File: config.mk
export PLATFORM = sky130hd
export DESIGN_NAME = control_sequencer_flat
export DESIGN_NICKNAME = d
export VERILOG_FILES = /design/src/rtl/control_sequencer_if.sv /design/src/rtl/control_sequencer.sv /design/src/flat_wrapper.sv
export SDC_FILE = /design/constraint.sdc
export NUM_CORES = 1
export LEC_CHECK = 0
export CAP_MARGIN = 20
export CORE_MARGIN = 1
export CORE_UTILIZATION = 30
export DETAILED_ROUTE_END_ITERATION = 16
export PLACE_DENSITY = 0.66
export SETUP_SLACK_MARGIN = 0.4
export SLEW_MARGIN = 40
export SYNTH_ARGS = -nofsm -noshare
export SYNTH_HDL_FRONTEND = slang
export SYNTH_SLANG_ARGS = --single-unit
File: constraint.sdc
create_clock -name clk -period 2 [get_ports clk]
set_clock_uncertainty 0.1 [all_clocks]
set_input_delay 0.4 -clock clk [delete_from_list [all_inputs] [get_ports clk]]
set_output_delay 0.4 -clock clk [all_outputs]
set_load 0.05 [all_outputs]
File: src/rtl/control_sequencer_if.sv
`default_nettype none
// +----------------------------------------------------------------------+
// | control_sequencer_if                                                 |
// | Run/step/ROM inputs and decoder-facing outputs of the sequencer.     |
// | Revision: 1.0                                                        |
// +----------------------------------------------------------------------+
interface control_sequencer_if #(
    parameter int DATA_W  = 8,
    parameter int COUNT_W = 8
);
    logic               run;
    logic               step;
    logic [DATA_W-1:0]  rom_data;
    logic [2:0]         state;
    logic [3:0]         inst;
    logic [DATA_W-5:0]  operand;
    logic               halted;
    logic               retire;
    logic [COUNT_W-1:0] instr_count;

    modport master (
        output run, step, rom_data,
        input  state, inst, operand, halted, retire, instr_count
    );

    modport slave (
        input  run, step, rom_data,
        output state, inst, operand, halted, retire, instr_count
    );
endinterface
`default_nettype wire

File: src/rtl/control_sequencer.sv
`default_nettype none
// +----------------------------------------------------------------------+
// | control_sequencer                                                    |
// | Fetch/exec1/exec2 instruction-cycle FSM with IR, run/step/halt       |
// | control and retired-instruction counter.                             |
// | Revision: 1.0                                                        |
// +----------------------------------------------------------------------+
module control_sequencer #(
    parameter int DATA_W  = 8,
    parameter int COUNT_W = 8
) (
    input  wire logic          clk,
    input  wire logic          rst,
    control_sequencer_if.slave cs
);
    localparam logic [2:0] c_IDLE  = 3'd0;
    localparam logic [2:0] c_FETCH = 3'd1;
    localparam logic [2:0] c_EXEC1 = 3'd2;
    localparam logic [2:0] c_EXEC2 = 3'd3;
    localparam logic [2:0] c_HALT  = 3'd4;

    localparam logic [3:0] c_OP_ADD = 4'b0010;
    localparam logic [3:0] c_OP_STP = 4'b0100;
    localparam logic [3:0] c_OP_LDA = 4'b0101;

    localparam logic [COUNT_W-1:0] c_COUNT_ONE = {{(COUNT_W-1){1'b0}}, 1'b1};

    logic [2:0]         r_fsm;
    logic [3:0]         r_inst;
    logic [DATA_W-5:0]  r_operand;
    logic [2:0]         r_state_oh;
    logic               r_halted;
    logic               r_retire;
    logic [COUNT_W-1:0] r_count;

    logic [2:0]         w_next_fsm;
    logic [2:0]         w_end_fsm;
    logic [3:0]         w_next_inst;
    logic [DATA_W-5:0]  w_next_operand;
    logic               w_cur_two;
    logic               w_next_two;

    assign w_cur_two  = (r_inst == c_OP_LDA) || (r_inst == c_OP_ADD);
    assign w_next_two = (w_next_inst == c_OP_LDA) || (w_next_inst == c_OP_ADD);
    assign w_end_fsm  = cs.run ? c_FETCH : c_IDLE;

    always_comb begin
        w_next_fsm     = r_fsm;
        w_next_inst    = r_inst;
        w_next_operand = r_operand;
        case (r_fsm)
            c_IDLE:  if (cs.run || cs.step) w_next_fsm = c_FETCH;
            c_FETCH: begin
                w_next_fsm     = c_EXEC1;
                w_next_inst    = cs.rom_data[DATA_W-1:DATA_W-4];
                w_next_operand = cs.rom_data[DATA_W-5:0];
            end
            c_EXEC1: begin
                if (r_inst == c_OP_STP) w_next_fsm = c_HALT;
                else if (w_cur_two)     w_next_fsm = c_EXEC2;
                else                    w_next_fsm = w_end_fsm;
            end
            c_EXEC2: w_next_fsm = w_end_fsm;
            c_HALT:  w_next_fsm = c_HALT;
            default: w_next_fsm = c_IDLE;
        endcase
    end

    // Decoder-facing outputs are computed from the next state so they come
    // straight out of flops and never follow run/step/rom_data within a cycle.
    always_ff @(posedge clk) begin
        if (rst) begin
            r_fsm      <= c_IDLE;
            r_inst     <= 4'd0;
            r_operand  <= '0;
            r_state_oh <= 3'b000;
            r_halted   <= 1'b0;
            r_retire   <= 1'b0;
            r_count    <= '0;
        end else begin
            r_fsm      <= w_next_fsm;
            r_inst     <= w_next_inst;
            r_operand  <= w_next_operand;
            r_state_oh <= {w_next_fsm == c_EXEC2, w_next_fsm == c_EXEC1,
                           w_next_fsm == c_FETCH};
            r_halted   <= (w_next_fsm == c_HALT);
            r_retire   <= ((w_next_fsm == c_EXEC1) && !w_next_two) ||
                          (w_next_fsm == c_EXEC2);
            if (r_retire) r_count <= r_count + c_COUNT_ONE;
        end
    end

    assign cs.state       = r_state_oh;
    assign cs.inst        = r_inst;
    assign cs.operand     = r_operand;
    assign cs.halted      = r_halted;
    assign cs.retire      = r_retire;
    assign cs.instr_count = r_count;
endmodule
`default_nettype wire

File: src/flat_wrapper.sv
// flat-port wrapper written by rule: the top's interface ports become plain ports
module control_sequencer_flat 
#(
    parameter int DATA_W  = 8,
    parameter int COUNT_W = 8
)
  (clk, rst, cs_run, cs_step, cs_rom_data, cs_state, cs_inst, cs_operand, cs_halted, cs_retire, cs_instr_count);
  control_sequencer_if #(.DATA_W(DATA_W), .COUNT_W(COUNT_W)) cs_i ();
  input  wire logic clk;
  input  wire logic rst;
  input wire logic [$bits(cs_i.run)-1:0] cs_run;
  input wire logic [$bits(cs_i.step)-1:0] cs_step;
  input wire logic [$bits(cs_i.rom_data)-1:0] cs_rom_data;
  output wire logic [$bits(cs_i.state)-1:0] cs_state;
  output wire logic [$bits(cs_i.inst)-1:0] cs_inst;
  output wire logic [$bits(cs_i.operand)-1:0] cs_operand;
  output wire logic [$bits(cs_i.halted)-1:0] cs_halted;
  output wire logic [$bits(cs_i.retire)-1:0] cs_retire;
  output wire logic [$bits(cs_i.instr_count)-1:0] cs_instr_count;
  assign cs_i.run = cs_run;
  assign cs_i.step = cs_step;
  assign cs_i.rom_data = cs_rom_data;
  assign cs_state = cs_i.state;
  assign cs_inst = cs_i.inst;
  assign cs_operand = cs_i.operand;
  assign cs_halted = cs_i.halted;
  assign cs_retire = cs_i.retire;
  assign cs_instr_count = cs_i.instr_count;
  control_sequencer #(.DATA_W(DATA_W), .COUNT_W(COUNT_W)) u_core (.clk(clk), .rst(rst), .cs(cs_i));
endmodule
==> reports/metrics.csv <==
stage,metric,value,unit
cts,htreeDepth,1,
hold_path,hp-class,flop to flop,
status,status,"complete, no violations",
worst_setup_path,worstPathArrival,1.83,ns
synthesis,seq_area_frac_synth,46.4,%
cts,path_clk_slew,0.12,ns
detailed_routing,post_drt_wl_per_cell,11.8,um
placement,post_dp_cell_area,0.00138,mm2
timing,finalSetupTns,0,ns
global_routing,grt_max_degree,14,
cts,cts_buffers,3,
detailed_routing,via_per_inst,4.72,
worst_setup_path,crit_chain,or3b_4 -> and3b_1 -> o32a_1 -> nor3b_2,
synthesis,syn_avg_cell_area,8.77,um2
cts,cts_tree,yes,
layout,antenna_cells,0,
global_routing,first_global_vias,908,
detailed_routing,via_count,943,
cts,clkSinkCount,24,
global_routing,overflow,0,
global_routing,grt_pass1_wl,3880,um
power_and_ir_drop,ir_drop,0.369,mV
synthesis,netlist_area,0.00103,mm2
timing,worstMarginPinSlew,0.488,ns
power_and_ir_drop,power_leakage,0.580,nW
cts,clock_path_buffers,2,
timing,slew-limit-headroom,67.6,%
detailed_routing,dr.pass1.iters,4,
detailed_routing,routed_wl,2360,um
placement,portBuffers,32,
layout,syn_to_final_growth,44.7,%
global_routing,antenna_found_initial,0,
floorplan,num_rows,20,
floorplan,die_h,60.7,um
placement,dp_hpwl,1720,um
floorplan,die_area,0.00369,mm2
layout,final_cell_area,0.00150,mm2
synthesis,synthCells,118,
placement,gp_congestion,0.716,
synthesis,syn_nets,131,
synthesis,yosysWarnings,0,
power_and_ir_drop,p_total,1.05,mW
worst_setup_path,slowest_stage,or3b_4,
power_and_ir_drop,powerDensity,700,mW/mm2
timing,rsz0062_at_grt,yes,
worst_setup_path,crit_path_max_fanout,5,
cts,clock_latency,0.30,ns
detailed_routing,drtIter0Drc,27,
timing,fmax,0.580,GHz
floorplan,start_util,32.8,%
flow_run,max_cap_violations,0,
worst_setup_path,slowest_delay,0.42,ns
worst_setup_path,worstPathRequired,2.11,ns
timing,setup_viol,0,
timing,fin_crit,1.72,ns
detailed_routing,drc,0,
synthesis,synth-seq-cells,24,
timing,fin_crit_sh,86.1,%
global_routing,grt_usage,14.2,%
floorplan,die_w,60.7,um
layout,drive_gt1_share,30.1,%
timing,slew_viol_final,0,
worst_setup_path,worst-setup-path-type,flop to flop,
floorplan,ios,33,
worst_setup_path,startpoint_type,flop,
floorplan,core,0.00315,mm2
worst_setup_path,crit_path_end_kind,flop,
synthesis,synthDistinctLibCells,32,
cts,cts-root-buf,clkbuf_4,
layout,num-nets-final,170,
timing,hold_viol,0,
detailed_routing,ant_nets,0,
[per-stage QoR]
step           setup WS [ns]  hold slack, ns  instances  utilization, %
2_1_floorplan          0.255           0.375        118               -
3_3_place_gp           0.149           0.345        191            43.9
3_5_place_dp           0.123           0.354        191            43.9
4_1_cts                0.261           0.371        198            46.5
5_1_grt                0.211           0.390        200            47.5
6_report               0.277           0.369        200            47.5
[power by group]
group | total (mW) | internal, mW | switching, mW
clock | 0.246 | 0.111 | 0.135
sequential | 0.534 | 0.506 | 0.0286
combinational | 0.268 | 0.110 | 0.159
[timing repair]
action                                 CTS  global route
resized for setup                       30             6
buffers inserted                         3             2
endpoints found under the hold margin    0             0
hold buffers                             0             0
pin swaps                                1             1
setup endpoints to repair               15             9
[cell families after synthesis]
group           Yosys count  synth area share (%)
flops                    24                  46.4
xor+xnor                  6                  5.08
simple gates             53                  26.1
buf+inv                   9                  4.11
mux                       2                  1.93
fa+ha+maj                 1                  1.21
compound gates           23                  15.1
[worst paths after layout]
kind	from	to	slack (ns)	depth (start not counted)
hold / removal	u_core.cs.operand[3]$_SDFFE_PP0N_	u_core.cs.operand[3]$_SDFFE_PP0N_	0.37	2
setup reg to reg	u_core.cs.inst[2]$_SDFF_PP0_	u_core.cs.state[1]$_SDFF_PP0_	0.28	4
hold reg to reg	u_core.cs.operand[3]$_SDFFE_PP0N_	u_core.cs.operand[3]$_SDFFE_PP0N_	0.37	2
setup / recovery	u_core.cs.inst[2]$_SDFF_PP0_	u_core.cs.state[1]$_SDFF_PP0_	0.28	4
[critical path: cells and delay by family (launching register included)]
family	cells	cell delay [ns]
and+or+nand+nor	3	0.80
AOI/OAI and AO/OA	1	0.38
DFF	1	0.35
[cells in the mapped netlist (all sizes together)]
library cell / count / share of area (%)
inv: 2 / 0.73
nand3: 1 / 0.48
dfxtp: 24 / 46
or3: 2 / 1.2
nand4: 3 / 1.8
nor3: 3 / 1.5
buf: 3 / 1.9
nand3b: 2 / 1.5
nand2: 19 / 6.9
mux2i: 2 / 1.9
and3b: 1 / 0.85
ha: 1 / 1.2
a2111oi: 2 / 3.5
o21bai: 1 / 0.73
o21ai: 4 / 1.9
nor3b: 3 / 2.7
clkbuf: 4 / 1.5
nor2: 12 / 4.4
xor2: 4 / 3.4
and3: 1 / 0.60
nor4: 1 / 0.60
o32a: 1 / 0.97
nand2b: 3 / 1.8
a22o: 1 / 0.85
o31a: 1 / 0.85
or3b: 2 / 1.9
xnor2: 2 / 1.7
a21oi: 13 / 6.3
[flip-flops by register name, summed over array words and instances (netlist names)]
register,cells
u_core.r_fsm,3
u_core.cs.halted,1
u_core.cs.state,3
u_core.cs.operand,4
u_core.cs.retire,1
u_core.cs.instr_count,8
u_core.cs.inst,4
[cell usage in the layout (no fill, tap or decap), types with 2 or more instances in the layout]
cell,synthesis,routed
xor2_1,4,4
nand3b_1,2,2
o21ai_0,4,4
clkbuf_4,0,3
nor3_1,3,3
nand2_1,19,19
mux2i_1,2,2
clkdlybuf4s50_1,0,11
nor2_1,12,12
buf_4,2,21
inv_1,2,2
dfxtp_1,24,17
clkdlybuf4s15_2,0,7
a21oi_1,13,13
or3_1,2,2
nand4_1,3,3
dfxtp_4,0,2
nand2b_1,3,3
nor3b_2,1,3
xnor2_1,2,2
a2111oi_4,1,2
dfxtp_2,0,5
[routing by layer]
layer / share of wire (%) / track usage (%) / up-vias
met5: 0 / 0 / -
met4: 0 / 4.87 / 0
met3: 5.8 / 2.35 / 0
met2: 50 / 25.0 / 24
met1: 44 / 17.5 / 438
li1: - / - / 481
[area by class of cell]
class,instances,area [um2]
clock buffer,4,36.3
fill,316,1660
inverter,2,7.51
multi-input combinational,85,544
sequential,24,494
tap,44,55.1
timing repair buffer,41,360
Power figures use the tool's default switching activity.
